===== src/rtl/mem_block_apb_master.sv =====
`default_nettype none
// ============================================================================
//  Module      : mem_block_apb_master
//  Description : Requester-side bridge from a valid/ready command port to the
//                sel/enable/wr/addr/wdata bus of a mem_block register bank.
//                Each command becomes one SETUP + ACCESS transfer, with an
//                optional wait-state timeout that aborts hung transfers.
//  Revision    : 1.0 - initial release
// ============================================================================
module mem_block_apb_master #(
    parameter int DATA_WIDTH = 8,
    parameter int ADDR_WIDTH = 8,
    parameter int TIMEOUT    = 16
) (
    input  logic                  clk,
    input  logic                  reset_n,
    // command port
    input  logic                  cmd_valid,
    output logic                  cmd_ready,
    input  logic                  cmd_wr,
    input  logic [ADDR_WIDTH-1:0] cmd_addr,
    input  logic [DATA_WIDTH-1:0] cmd_wdata,
    // response port
    output logic                  rsp_valid,
    output logic                  rsp_wr,
    output logic [DATA_WIDTH-1:0] rsp_rdata,
    output logic                  rsp_err,
    // responder bus
    output logic                  sel,
    output logic                  enable,
    output logic                  wr,
    output logic [ADDR_WIDTH-1:0] addr,
    output logic [DATA_WIDTH-1:0] wdata,
    input  logic                  ready,
    input  logic [DATA_WIDTH-1:0] rdata
);

    // Counter just wide enough to hold TIMEOUT; one bit when the timeout is off.
    localparam int CNT_WIDTH = (TIMEOUT < 1) ? 1 : $clog2(TIMEOUT + 1);
    localparam bit TIMEOUT_EN = (TIMEOUT > 0);
    localparam logic [CNT_WIDTH-1:0] CNT_LAST =
        (TIMEOUT > 0) ? CNT_WIDTH'(TIMEOUT - 1) : '0;

    typedef enum logic [1:0] {
        IDLE   = 2'd0,
        SETUP  = 2'd1,
        ACCESS = 2'd2
    } state_t;

    state_t               state;
    state_t               state_next;
    logic [CNT_WIDTH-1:0] wait_cnt;
    logic                 timeout_hit;

    // The last permitted ACCESS cycle without ready aborts the transfer.
    assign timeout_hit = TIMEOUT_EN && (wait_cnt == CNT_LAST);

    // State register; async reset drops the bus to idle immediately.
    always_ff @(posedge clk or negedge reset_n) begin
        if (!reset_n) begin
            state <= IDLE;
        end else begin
            state <= state_next;
        end
    end

    // Next-state logic and state-decoded handshake/bus phase outputs.
    always_comb begin
        state_next = state;
        cmd_ready  = 1'b0;
        sel        = 1'b0;
        enable     = 1'b0;
        case (state)
            IDLE: begin
                cmd_ready = 1'b1;
                if (cmd_valid) begin
                    state_next = SETUP;
                end
            end
            SETUP: begin
                sel        = 1'b1;
                state_next = ACCESS;
            end
            ACCESS: begin
                sel    = 1'b1;
                enable = 1'b1;
                // ready takes priority over a simultaneous timeout
                if (ready || timeout_hit) begin
                    state_next = IDLE;
                end
            end
            default: begin
                state_next = IDLE;
            end
        endcase
    end

    // Command latch, wait counter and registered response generation.
    always_ff @(posedge clk or negedge reset_n) begin
        if (!reset_n) begin
            wr        <= 1'b0;
            addr      <= '0;
            wdata     <= '0;
            wait_cnt  <= '0;
            rsp_valid <= 1'b0;
            rsp_wr    <= 1'b0;
            rsp_rdata <= '0;
            rsp_err   <= 1'b0;
        end else begin
            rsp_valid <= 1'b0;
            case (state)
                IDLE: begin
                    if (cmd_valid) begin
                        wr    <= cmd_wr;
                        addr  <= cmd_addr;
                        wdata <= cmd_wdata;
                    end
                end
                SETUP: begin
                    wait_cnt <= '0;
                end
                ACCESS: begin
                    if (ready) begin
                        rsp_valid <= 1'b1;
                        rsp_wr    <= wr;
                        rsp_err   <= 1'b0;
                        rsp_rdata <= wr ? '0 : rdata;
                    end else if (timeout_hit) begin
                        rsp_valid <= 1'b1;
                        rsp_wr    <= wr;
                        rsp_err   <= 1'b1;
                        rsp_rdata <= '0;
                    end else if (wait_cnt != '1) begin
                        // saturate so an unbounded wait never wraps
                        wait_cnt <= wait_cnt + CNT_WIDTH'(1);
                    end
                end
                default: begin
                end
            endcase
        end
    end

endmodule
`default_nettype wire


===== config.mk =====
export PLATFORM = sky130hd
export DESIGN_NAME = mem_block_apb_master
export DESIGN_NICKNAME = d
export VERILOG_FILES = /design/src/rtl/mem_block_apb_master.sv
export SDC_FILE = /design/constraint.sdc
export NUM_CORES = 1
export LEC_CHECK = 0
export ABC_AREA = 1
export CAP_MARGIN = 10
export CORE_ASPECT_RATIO = 0.8
export CORE_MARGIN = 1
export CORE_UTILIZATION = 39
export DETAILED_ROUTE_END_ITERATION = 16
export PLACE_DENSITY = 0.77
export SYNTH_ARGS = -nofsm -noshare
export SYNTH_HDL_FRONTEND = slang
export SYNTH_SLANG_ARGS = --single-unit

===== constraint.sdc =====
create_clock -name clk -period 1.31 [get_ports clk]
set_input_delay 0.262 -clock clk [delete_from_list [all_inputs] [get_ports clk]]
set_output_delay 0.262 -clock clk [all_outputs]
set_load 0.02 [all_outputs]

==> flow_summary_export.csv <==
group,metric,value,unit
worst_setup_path,worstSetupStartpointType,"register",
place,hpwlAfterDp,2585,µm
place,dpl-instance-area,2355,µm²
sta,worst_pin_slew,434.0,ps
worst_setup_path,cp_max_fo,7,
clock_tree,cts_root_buffer,"clkbuf_8",
sta,drv_slew,0,
logic_synthesis,ys_types,16,
logic_synthesis,mappedNetlistNets,219,
power,power,5.434,mW
status,violations,"negative setup slack",
job,cap_violations,0,
routing,antenna_left,0,
finish,areaGrowthSynthToFinish,66.51,%
clock_tree,clk_latency,270,ps
worst_hold_path,holdCritPathClass,"input port to asynchronous set/reset pin",
finish,drive_gt1_share,25.66,%
logic_synthesis,synth_top_area_share,55.16,%
sta,fin_crit,1484,ps
routing,vias,1456,
worst_setup_path,path_cells,"ha_4, nand2_4, nor2_4, ha_4, nor2_4, nand3_4, clkinv_4, nand2_1, nand2_1",
logic_synthesis,ys_seq_area_share,55.16,%
logic_synthesis,yosysWarnings,0,
worst_setup_path,reg2reg_from,"wait_cnt[1]",
sta,fmax,673.7,MHz
logic_synthesis,yosysTopAreaCell,"dfrtp_1",
global_route,antenna_found_initial,0,
worst_setup_path,r2r_slack,-170,ps
clock_tree,h-tree-depth,2,
sta,report.final.hold_viol_count,0,
finish,nets,301,
worst_setup_path,timing.rr.end,"wait_cnt[3]",
sta,fin_crit_sh,113.3,%
logic_synthesis,synth.area.top_cells,"dfrtp_1, nand2_1, nand3_1",
sta,rsz0062_at_grt,"true",
sta,max_slew_margin,71.07,%
sta,setup_tns,-2376,ps
global_route,grt-ovfl-total,0,
routing,routed_wl,3781,µm
global_route,grt_max_degree,36,
global_route,grt_first_pass_wirelength,6030,µm
worst_setup_path,end_kind,"register",
clock_tree,clock-sinks,35,
clock_tree,cts_tree,"yes",
routing,drc_errors,0,
worst_setup_path,cpPeakStageDelay,410,ps
routing,viasPerCell,4.550,
status,status,"complete, but fails checks",
worst_setup_path,reg2reg_depth,9,
logic_synthesis,syn_avg_cell_area,8.676,µm²
floorplanning,rows,20,
floorplanning,start_util,41.20,%
floorplanning,coreArea,3854,µm²
clock_tree,numCtsBuffers,5,
power,p_leak,1.382,nW
sta,fin_ws,-174.3,ps
routing,wl_per_cell,11.82,µm
sta,fin_skew,8.435,ps
floorplanning,ios,60,
logic_synthesis,syn_area,1588,µm²
clock_tree,clkSlewWorstSetupHoldPaths,70,ps
worst_setup_path,crit_arrival,1700,ps
finish,fillers,338,
global_route,grt_usage,18.62,%
sta,setup_viol,20,
logic_synthesis,ys_ff_latch,35,
routing,drt_first_pass_iters,4,
routing,drtIter0Drc,56,
place,io_buffers,59,
worst_setup_path,required,1520,ps
finish,finalInstanceArea,2644,µm²
worst_setup_path,critPathSlowestCell,"dfrtp_1",
global_route,grt_pass1_vias,1413,
power,ir_worst_vdd,1651,µV
place,place_congestion,0.7479,
power,power.density,2055,nW/µm²
worst_setup_path,critical_path_class,"register to register",
logic_synthesis,syn_inst,183,
floorplanning,die_y,59.07,µm
floorplanning,dieWidth,73.34,µm
floorplanning,dieArea,4332,µm²
clock_tree,clock_path_buffers,2,
finish,n_antenna_cell,0,
==> area by class of cell <==
type                    instances  area, µm²  share of cell area (%)
flip-flops and latches         35      875.8                   33.13
multi-input cells             127      782.0                   29.58
repair buffers                 82      754.5                   28.54
clock buffers                   6      72.57                   2.745
well taps                      55      68.82                   2.603
inverters                      14      60.06                   2.272
clock inverters                 1      30.03                   1.136
==> where the power goes <==
group          internal [mW]  total [mW]  switching [mW]
registers               1.51        1.75           0.239
clock network          0.557       0.896           0.339
logic                   1.19        2.79            1.59
==> how the worst max path moves through the flow <==
stage                startpoint            to  cells after the start
floorplan           wait_cnt[0]  rsp_rdata[0]                      9
global placement       state[1]           sel                      3
detailed placement  wait_cnt[0]   wait_cnt[2]                      8
CTS                 wait_cnt[0]   wait_cnt[3]                      8
global route        wait_cnt[1]   wait_cnt[3]                      9
finish              wait_cnt[1]   wait_cnt[3]                      9
==> routing by layer <==
layer	GRT usage, %	up-vias	routed length (µm)
met1	21.58	670	1665
met5	0	-	0
met3	5.272	2	263
li1	-	737	-
met2	32.41	47	1817
met4	8.242	0	34
==> worst max-delay path, delay by kind of cell (launching register included) <==
| family | cells | cell delay (ps) |
|---|---|---|
| DFF | 1 | 410 |
| and+or+nand+nor | 6 | 580 |
| adders and majority gates | 2 | 330 |
| buffers and inverters | 1 | 100 |
==> synthesized netlist by cell type, drive strengths merged <==
cell type / number
ha: 7
inv: 13
nor2: 5
nand2: 79
dfrtp: 35
nand4: 1
buf: 7
o21ai: 1
clkinv: 1
nand3: 34
==> repair_timing <==
| item | 4_1_cts | 5_1_grt |
|---|---|---|
| buffers inserted | 2 | 2 |
| endpoints found under the setup margin | 66 | 38 |
| hold buffers | 0 | 0 |
| gates resized for setup | 69 | 18 |
| pin swaps | 4 | 7 |
==> cells by family after synthesis <==
logic type	share of synthesized area, %
compound gates	0.5517
fa+ha+maj	5.516
buf+inv	6.856
flops	55.16
simple gates	31.92
==> cells in the final DEF, fill, tap and decap left out, types with 5 or more instances in the layout <==
cell              n
buf_4            19
buf_6             5
clkbuf_8          5
clkdlybuf4s50_1  27
dfrtp_1          35
dlygate4sd2_1    28
ha_4              5
inv_1             8
nand2_1          73
nand3_1          21
nand3_2          12
==> metrics by stage <==
stage	hold WS (ps)	instances	utilization (%)	setup slack (ps)
2_1_floorplan	-33.59	183	-	-140.2
3_3_place_gp	326.2	309	61.10	-189.3
3_5_place_dp	318.7	309	61.10	-215.1
4_1_cts	19.74	318	65.71	-164.8
5_1_grt	55.75	320	68.60	-251.9
6_report	17.49	320	68.60	-174.3
==> registers in the layout, indices dropped and copies added, names as in the netlist <==
register,cells
wr,1
rsp_err,1
state,2
wait_cnt,5
wdata,8
rsp_rdata,8
rsp_valid,1
addr,8
rsp_wr,1
No activity file was read; power rests on OpenSTA's default activity.
